[src/rtl/phase_sequencer_pkg.sv]
// cpu_seq_pkg: definitions shared by the phase sequencer and its next-phase finder.
//   DEF_NUM_PHASES : default length of the phase ring.
//   PH_*           : named phase indices for the default five-phase CPU.
//   idx_width()    : width of the binary phase index for a given ring length.
package cpu_seq_pkg;

  localparam int DEF_NUM_PHASES = 5;

  localparam int PH_IF  = 0;
  localparam int PH_ID  = 1;
  localparam int PH_ALU = 2;
  localparam int PH_MEM = 3;
  localparam int PH_BR  = 4;

  function automatic int idx_width(input int n);
    return (n < 2) ? 1 : $clog2(n);
  endfunction

  localparam int DEF_IDX_W = idx_width(DEF_NUM_PHASES);

endpackage

[src/rtl/phase_next_sel.sv]
// phase_next_sel: combinational priority finder for the next phase.
//   cur_idx   : current binary phase index.
//   skip_mask : bit k set means phase k is bypassed; bit 0 is not used
//               because fetch can never be skipped.
//   next_idx  : smallest phase q > cur_idx whose skip bit is clear, else 0.
//   wrap      : 1 when no such phase exists and the ring returns to fetch.
module phase_next_sel
  import cpu_seq_pkg::*;
#(
  parameter int NUM_PHASES = DEF_NUM_PHASES,
  parameter int IDX_W      = idx_width(NUM_PHASES)
) (
  input  logic [IDX_W-1:0]      cur_idx,
  input  logic [NUM_PHASES-1:0] skip_mask,
  output logic [IDX_W-1:0]      next_idx,
  output logic                  wrap
);

  logic unused_skip0;
  assign unused_skip0 = skip_mask[0];

  // Scan from the top down so the lowest qualifying phase is the last write.
  always_comb begin
    next_idx = '0;
    wrap     = 1'b1;
    for (int q = NUM_PHASES - 1; q >= 1; q--) begin
      if ((q > int'(cur_idx)) && !skip_mask[q]) begin
        next_idx = IDX_W'(q);
        wrap     = 1'b0;
      end
    end
  end

endmodule

[src/rtl/phase_sequencer.sv]
// phase_sequencer: parametrised multi-cycle CPU phase generator.
//   clk, reset   : clock and asynchronous active-high reset.
//   enable       : global run; low freezes all state.
//   stall        : hold the current phase this cycle.
//   flush        : abandon the current instruction and return to fetch.
//   skip_mask    : per-phase bypass bits sampled on advancing edges.
//   phase_oh     : one-hot current phase (always 1 << phase_idx).
//   phase_idx    : binary current phase.
//   instr_start  : first cycle in phase 0 of a new instruction.
//   instr_done   : instruction retired by wrapping to phase 0.
//   retired_cnt  : retired-instruction counter, wraps.
//   instr_cycles : cycles spent in the current instruction, saturating.
module phase_sequencer
  import cpu_seq_pkg::*;
#(
  parameter  int NUM_PHASES = DEF_NUM_PHASES,
  parameter  int CNT_W      = 32,
  parameter  int CYC_W      = 8,
  localparam int IDX_W      = idx_width(NUM_PHASES)
) (
  input  logic                  clk,
  input  logic                  reset,
  input  logic                  enable,
  input  logic                  stall,
  input  logic                  flush,
  input  logic [NUM_PHASES-1:0] skip_mask,
  output logic [NUM_PHASES-1:0] phase_oh,
  output logic [IDX_W-1:0]      phase_idx,
  output logic                  instr_start,
  output logic                  instr_done,
  output logic [CNT_W-1:0]      retired_cnt,
  output logic [CYC_W-1:0]      instr_cycles
);

  logic [IDX_W-1:0] next_idx;
  logic             wrap;

  function automatic logic [NUM_PHASES-1:0] onehot(input logic [IDX_W-1:0] idx);
    return {{(NUM_PHASES-1){1'b0}}, 1'b1} << idx;
  endfunction

  function automatic logic [CYC_W-1:0] sat_inc(input logic [CYC_W-1:0] c);
    return (c == '1) ? c : c + 1'b1;
  endfunction

  phase_next_sel #(
    .NUM_PHASES (NUM_PHASES),
    .IDX_W      (IDX_W)
  ) u_next_sel (
    .cur_idx   (phase_idx),
    .skip_mask (skip_mask),
    .next_idx  (next_idx),
    .wrap      (wrap)
  );

  // phase_idx is the real state; phase_oh is decoded from the same next index
  // on the same edge, so the two can never disagree or leave one-hot.
  always_ff @(posedge clk or posedge reset) begin
    if (reset) begin
      phase_idx    <= '0;
      phase_oh     <= onehot('0);
      instr_start  <= 1'b1;
      instr_done   <= 1'b0;
      retired_cnt  <= '0;
      instr_cycles <= '0;
    end else if (!enable) begin
      instr_start <= 1'b0;
      instr_done  <= 1'b0;
    end else if (flush) begin
      phase_idx    <= '0;
      phase_oh     <= onehot('0);
      instr_start  <= 1'b1;
      instr_done   <= 1'b0;
      instr_cycles <= '0;
    end else if (stall) begin
      instr_start  <= 1'b0;
      instr_done   <= 1'b0;
      instr_cycles <= sat_inc(instr_cycles);
    end else begin
      phase_idx   <= next_idx;
      phase_oh    <= onehot(next_idx);
      instr_start <= wrap;
      instr_done  <= wrap;
      if (wrap) begin
        retired_cnt  <= retired_cnt + 1'b1;
        instr_cycles <= '0;
      end else begin
        instr_cycles <= sat_inc(instr_cycles);
      end
    end
  end

endmodule
[config.mk]
export PLATFORM = sky130hd
export DESIGN_NAME = phase_sequencer
export DESIGN_NICKNAME = d
export VERILOG_FILES = /design/src/rtl/phase_sequencer_pkg.sv /design/src/rtl/phase_next_sel.sv /design/src/rtl/phase_sequencer.sv
export SDC_FILE = /design/constraint.sdc
export NUM_CORES = 1
export LEC_CHECK = 0
export ABC_AREA = 1
export CAP_MARGIN = 10
export CORE_MARGIN = 2
export CORE_UTILIZATION = 52
export CTS_CLUSTER_DIAMETER = 120
export CTS_CLUSTER_SIZE = 30
export DETAILED_ROUTE_END_ITERATION = 8
export PLACE_DENSITY = 0.81
export SLEW_MARGIN = 5
export SYNTH_ARGS = -nofsm -noshare
export SYNTH_HDL_FRONTEND = slang
export SYNTH_SLANG_ARGS = --single-unit
[constraint.sdc]
create_clock -name clk -period 2.3 [get_ports clk]
set_clock_uncertainty 0.2 [all_clocks]
set_input_delay 0.575 -clock clk [delete_from_list [all_inputs] [get_ports clk]]
set_output_delay 0.575 -clock clk [all_outputs]
set_load 0.03 [all_outputs]
[Word level (Yosys, flattened, before mapping)]
Index checks and enable logic that the tools add are counted.
Word-level totals
  output and inout bits: 50
  input port bits: 10
  register bits: 50
  logic and storage cells: 48
Cells by class
  bitwise operators: 2
  shifts and indexed selects: 1
  eq/ne operators: 2
  order comparisons: 4
  add/subtract/negate cells: 2
  reduce and logical (&&, ||, !) cells: 10
  mux-type cells: 21
Operators by type and width (number)
  $add A32 B1 Y32 const B: 1
  $mux W8: 4
  $mux W3: 6
  $mux W5: 2
  $mux W1: 9
  $add A8 B1 Y8 const B: 1
  $eq A8 B8 Y1 const B: 1
  $gt A2 B3 Y1 const A: 2
  $shl A1 B3 Y5 const A: 1
  $logic_and A1 B1 Y1: 4
  $logic_not A1 Y1: 4
  $reduce_and A4 Y1: 1
  $gt A1 B3 Y1 const A: 1
  $gt A3 B3 Y1 const A: 1
  $ne A2 B1 Y1 const B: 1
  $not A1 Y1: 2
  $reduce_and A2 Y1: 1

[Logic depth before layout (Yosys ltp)]
Gate-level depths: netlist (run 1).
  depth in word-level cells: 9
  depth in mapped cells: 10
  mapped depth without buffers: 10

[Hierarchy]
Synthesis (run 1) repeated with hierarchy kept, for this count alone.
Unflattened totals
  cell total of the unflattened synthesis: 364
  area, all modules: 2810.2 um^2
Modules (own cells, without submodules)
  phase_sequencer: sequential area each 1253.7 um^2, cells an instance 345, area an instance 2730.1 um^2, instances 1
  phase_next_sel: sequential area each 0.0 um^2, cells an instance 19, area an instance 80.1 um^2, instances 1

[Worst setup path before layout (run 1)]
Ideal clock, no wire load.
  path type: reg-to-reg
  start: register retired_cnt[1]
  end: register retired_cnt[18]
  arrival: 1.516 ns
  setup time: 0.065 ns
  clock period less this slack: 1.781 ns
  path slack: 0.519 ns
  buffers on the path: 0
  data required time: 2.035 ns
  cell stages (with the launch flop): 10
  cells stage by stage: dfrtp_1 > ha_1 > inv_1 > nor2_2 > nand2_2 > nor2_2 > inv_1 > nor2_1 > nand3_1 > nand2_1
On the way
  word-level cells in the longest chain between the ends: 1
Ends and longest elaborated chain
  start: declaration: RTL line phase_sequencer.sv:31  | output logic [CNT_W-1:0] retired_cnt,
  start signal: assignment: RTL line phase_sequencer.sv:85  | retired_cnt <= retired_cnt + 1'b1;
  $add A32 B1 Y32: RTL line phase_sequencer.sv:85
Every way passes these cells.
A chain may end at the register's enable or synchronous reset.

[Worst setup path in the final report (run 1)]
  start: register retired_cnt[25]
  end: output retired_cnt[25]
No word-level cell between the ends.

==> impl_metrics.tcl, run 1 <==
set metrics [dict create \
    finalNetCount 519 \
    fmax_mhz 443 \
    leakage_nw 1.92 \
    drt_iter0_drc 209 \
    min_to "phase_oh[4]" \
    synthCells 440 \
    initial_core_util_pct 54.4 \
    htree_levels 2 \
    critPathRequiredTime_ps 1520 \
    routabilityCongestion 0.932 \
    dpl.hpwl_um 5790 \
    io_pins 60 \
    crit_arrival_ps 1480 \
    grt_max_degree 51 \
    viasPerCell 5.18 \
    clock-sinks 50 \
    maxCapViolCount 0 \
    die_area_um2 6420 \
    grt_pass1_wl_um 12900 \
    power.total_mw 1.99 \
    switching_share_pct 29.9 \
    p_sw_uw 596 \
    p_comb_share_pct 18.1 \
    hold_start "phase_oh[4]" \
    rrSetupSlack_ps 270 \
    p_clk_share_pct 33.1 \
    post_drt_wl_per_cell_um 13.2 \
    power_frac_seq_pct 48.8 \
    grt_overflow 0 \
    r2r_start "retired_cnt[0]" \
    wl_met3_um 418 \
    slew_violations 0 \
    yosys_register_bits 50 \
    yosysTopAreaCellShare_pct 39.9 \
    rr_endpoint "retired_cnt[18]" \
    path_class "reg -> out" \
    drt-met1-wl_um 3410 \
    holdBufCountCts 0 \
    worst_pin_slew_ps 345 \
    ys_types 27 \
    crit_family "buffers and inverters" \
    mostFrequentLayoutCells "191 x nand2_1, 57 x nor2_1, 48 x clkdlybuf4s50_1, 48 x dfrtp_1, 43 x inv_1" \
    rows 27 \
    worst_hold_slack_ps 288 \
    yosys.area.top_type "dfrtp_1" \
    rr_worst_depth 9 \
    area_growth_pct 28.3 \
    hp-class "reg -> reg" \
    dp_cells 572 \
    cts_tree "yes" \
    io_buffer_count 58 \
    final_common_cell "nand2_1" \
    path_max_fanout 6 \
    setup_ws_ps 45.0 \
    hold_depth 2 \
    layout-drive-gt1-share_pct 7.28 \
    rsz0062_at_grt "no" \
    core_area_um2 5540 \
    setup_violations 0 \
    cts_setup_buffers 0 \
    cts_root_buf "clkbuf_8" \
    layoutNonFillerInstCount 580 \
    clkLatencyLatePin_ps 320 \
    cellPowerDensity_nw_per_um2 516 \
    fp.dieH_um 80.1 \
    ys_warn_count 0 \
    status "finished, final reports clean" \
    post-place-ws_ps -13.6 \
    cp_cell_sequence "clkdlybuf4s50_1" \
    drc_errors 0 \
    critPathBufInv 1 \
    hold_viol 0 \
    slowest_delay_ps 710 \
    nFillCells 498 \
    vias 3006 \
    numCtsBuffers 5 \
    fin_util_pct 69.7 \
    intPower_mw 1.40 \
    ant_nets 0 \
    ys_seq_area_share_pct 41.6 \
    path_clk_slew_ps 100 \
    synth_nets 452 \
    slew_headroom_pct 76.9 \
    syn_area_um2 3010 \
    top_layer "met4" \
    antennaDiodeCount 0 \
    synth_area_leaders "dfrtp_1 40%, nand2_1 24%, nor2_1 7.1%" \
    track_usage_pct 25.8 \
    drt_wl_total_um 7680 \
    startpoint_type "flip-flop" \
    critPathSlowestCell "clkdlybuf4s50_1" \
    antenna_found_initial 0 \
    die_w_um 80.1 \
    period_share_pct 98.0 \
    first_global_vias 2871 \
    avgSynthCellArea_um2 6.84 \
    period_needed_ps 2250 \
    endpoint_kind "primary output" \
    wl_met2_um 3730 \
    vdd_drop_max_v 0.000407 \
    cts_buffer_depth 2 \
    first_pass_iters 5 \
]
-- cell type report --
cell class	instances	area [µm²]	area share, %
multi-input cells	340	1550	40.1
flip-flops and latches	50	1250	32.4
repair buffers	66	687	17.8
inverters	44	165	4.27
well taps	72	90.1	2.33
clock buffers	5	68.8	1.78
clock inverters	3	48.8	1.26
-- registers in the layout (all words and copies together) (netlist names) --
| name | flops |
|---|---|
| instr_start | 1 |
| phase_oh | 5 |
| phase_idx | 3 |
| instr_done | 1 |
| retired_cnt | 32 |
| instr_cycles | 8 |
-- power by group through the flow --
stage	sequential (mW)	clock [mW]	combinational, mW
4_1_cts	0.972	0.670	0.365
6_report	0.972	0.661	0.360
2_1_floorplan	1.07	0	0.133
3_5_place_dp	0.989	0	0.365
3_3_place_gp	0.988	0	0.356
5_1_grt	0.979	0.705	0.389
-- routing by layer --
| metal | track usage (%) | vias to the layer above |
|---|---|---|
| met5 | 0 | - |
| met4 | 7.63 | 0 |
| met3 | 4.38 | 12 |
| met2 | 43.2 | 89 |
| met1 | 34.3 | 1399 |
| li1 | - | 1506 |
-- worst max path at each step --
stage	from	to	slack (ps)	depth (start not counted)
floorplan	reset	instr_cycles[0]	330	1
global placement	skip_mask[4]	retired_cnt[18]	70	9
detailed placement	skip_mask[4]	retired_cnt[18]	-10	9
CTS	retired_cnt[14]	retired_cnt[14]	4	1
global route	retired_cnt[22]	retired_cnt[22]	4	1
finish	retired_cnt[25]	retired_cnt[25]	50	1
-- cell usage after synthesis --
cell / number
nor2_4: 1
dfrtp_1: 48
inv_1: 44
ha_1: 2
buf_2: 4
a22o_1: 1
nand3_2: 1
a31oi_1: 1
o21ai_0: 14
buf_6: 2
nand4_1: 12
dfstp_2: 2
xor2_1: 9
a32o_1: 2
nor2_2: 8
nand2_1: 191
nor3_2: 1
a21oi_1: 1
nor2_1: 57
nand2_4: 2
nand3b_1: 4
xnor2_1: 3
o21ai_1: 2
nand2_2: 4
nor3_1: 2
nor2_8: 1
nand3_1: 21
-- timing repair --
action | CTS | global route
resized for setup | 1 | 9
gates cloned | 0 | 0
setup endpoints to repair | 1 | 9
-- logic make-up after synthesis --
family,synth area share (%)
simple gates,43.2
buf+inv,6.90
flops,41.6
compound gates,3.99
xor+xnor,3.49
fa+ha+maj,0.831
-- per-stage QoR --
step,setup TNS [ps],area [µm²]
2_1_floorplan,0,3010
3_3_place_gp,0,3720
3_5_place_dp,-13.6,3720
4_1_cts,0,3840
5_1_grt,0,3860
6_report,0,3860
No activity file was read; power rests on OpenSTA's default activity.
==> run 2, diff against run 1 <==
--- a/config.mk
+++ b/config.mk
@@ -7,7 +7,6 @@
 export LEC_CHECK = 0
 export ABC_AREA = 1
 export CAP_MARGIN = 10
-export CORE_MARGIN = 2
 export CORE_UTILIZATION = 52
 export CTS_CLUSTER_DIAMETER = 120
 export CTS_CLUSTER_SIZE = 30
==> impl_metrics.tcl, run 2 (same netlist as run 1, synthesis figures left out) <==
set metrics [dict create \
    setup_violations 0 \
    path_class "reg -> out" \
    cts_setup_buffers 0 \
    crit_family "buffers and inverters" \
    grt_pass1_wl_um 12500 \
    layout-drive-gt1-share_pct 6.71 \
    path_clk_slew_ps 90 \
    drc_errors 0 \
    worst_pin_slew_ps 344 \
    top_layer "met4" \
    path_max_fanout 1 \
    leakage_nw 1.78 \
    slew_violations 0 \
    reg_top3 "retired_cnt x32, instr_cycles x8, phase_oh x5" \
    wl_met3_um 412 \
    initial_core_util_pct 54.4 \
    critPathSlowestCell "clkdlybuf4s50_1" \
    fp.dieH_um 78.1 \
    antennaDiodeCount 0 \
    drt_wl_total_um 7110 \
    endpoint_kind "primary output" \
    vdd_drop_max_v 0.000366 \
    clkLatencyLatePin_ps 310 \
    numCtsBuffers 5 \
    finalNetCount 518 \
    final_common_cell "nand2_1" \
    mostFrequentLayoutCells "191 x nand2_1, 57 x nor2_1, 55 x clkdlybuf4s50_1" \
    fmax_mhz 442 \
    htree_levels 2 \
    period_needed_ps 2260 \
    vias 2985 \
    viasPerCell 5.16 \
    slew_headroom_pct 77.0 \
    worst_hold_slack_ps 294 \
    power.total_mw 1.84 \
    drt_iter0_drc 214 \
    multi_input_area_um2 1550 \
    largest_reg_flops 32 \
    antenna_found_initial 0 \
    nFillCells 477 \
    io_buffer_count 58 \
    hold_viol 0 \
    die_w_um 78.1 \
    final-seq-area_um2 1250 \
    post_drt_wl_per_cell_um 12.3 \
    dpl.hpwl_um 5320 \
    rows 27 \
    ant_nets 0 \
    hp-class "reg -> reg" \
    cellPowerDensity_nw_per_um2 483 \
    track_usage_pct 25.6 \
    cts_buffer_depth 2 \
    top_register "retired_cnt" \
    slowest_delay_ps 650 \
    core_area_um2 5540 \
    status "finished, final reports clean" \
    clock-sinks 50 \
    first_pass_iters 4 \
    first_global_vias 2751 \
    cp_cell_sequence "clkdlybuf4s50_1" \
    area_growth_pct 26.5 \
    cts_tree "yes" \
    routabilityCongestion 0.938 \
    io_pins 60 \
    drt-met1-wl_um 3220 \
    tns_ps 0 \
    crit_arrival_ps 1490 \
    critPathRequiredTime_ps 1520 \
    grt_overflow 0 \
    grt_max_degree 51 \
    die_area_um2 6100 \
    period_share_pct 98.4 \
    maxCapViolCount 0 \
    rsz0062_at_grt "no" \
    critPathBufInv 1 \
    cts_root_buf "clkbuf_8" \
    startpoint_type "flip-flop" \
    wl_met2_um 3340 \
]
run 2: cell count changes in the layout (fill, tap and decap cells not counted):
cell,previous run,this run
clkbuf_1,0,2
buf_4,6,5
dlygate4sd2_1,1,0
bufinv_16,1,0
clkdlybuf4s50_1,48,55
dlymetal6s2s_1,9,3
inv_8,1,0
run 2: report_power, final:
part / switching, mW / internal [mW]
Clock: 0.294 / 0.216
Combinational: 0.217 / 0.143
Sequential: 0.0453 / 0.924
run 2: timing repair:
| action | 4_1_cts | 5_1_grt |
|---|---|---|
| resized for setup | 0 | 3 |
| hold buffers | 0 | 0 |
| endpoints found under the setup margin | 0 | 3 |
| endpoints found under the hold margin | 0 | 0 |
run 2: cell type report:
| class | instances | share of cell area [%] |
|---|---|---|
| sequential | 50 | 32.9 |
| clock inverter | 1 | 0.197 |
| clock buffer | 7 | 2.00 |
| timing repair buffer | 65 | 17.5 |
| multi-input combinational | 340 | 40.7 |
| tap | 72 | 2.37 |
| inverter | 44 | 4.34 |
run 2: per-layer routing:
metal / track usage (%) / vias to the layer above
li1: - / 1500
met1: 35.3 / 1391
met2: 41.0 / 82
met3: 3.72 / 12
met4: 8.89 / 0
met5: 0 / -
run 2: final timing paths:
| check | from | end | slack, ps | depth (start not counted) |
|---|---|---|---|---|
| worst max-delay path | instr_start | instr_start | 40 | 1 |
| worst min-delay path | phase_oh[4] | phase_oh[4] | 290 | 2 |
| worst max register to register | retired_cnt[0] | retired_cnt[18] | 420 | 9 |
| worst min register to register | phase_oh[4] | phase_oh[4] | 290 | 2 |
| max in group asynchronous | reset | phase_oh[0] | 1210 | 3 |
| min in group asynchronous | reset | retired_cnt[9] | 420 | 3 |
run 2: metrics by stage:
step,util (%),instances,worst slack (ps),instance area [µm²]
after global routing,68.7,579,2.40,3810
after floorplan,-,440,327,3010
after CTS,68.6,579,2.51,3800
after global placement,67.1,571,46.6,3720
after detailed placement,67.1,571,-9.43,3720
final,68.7,579,37.6,3810
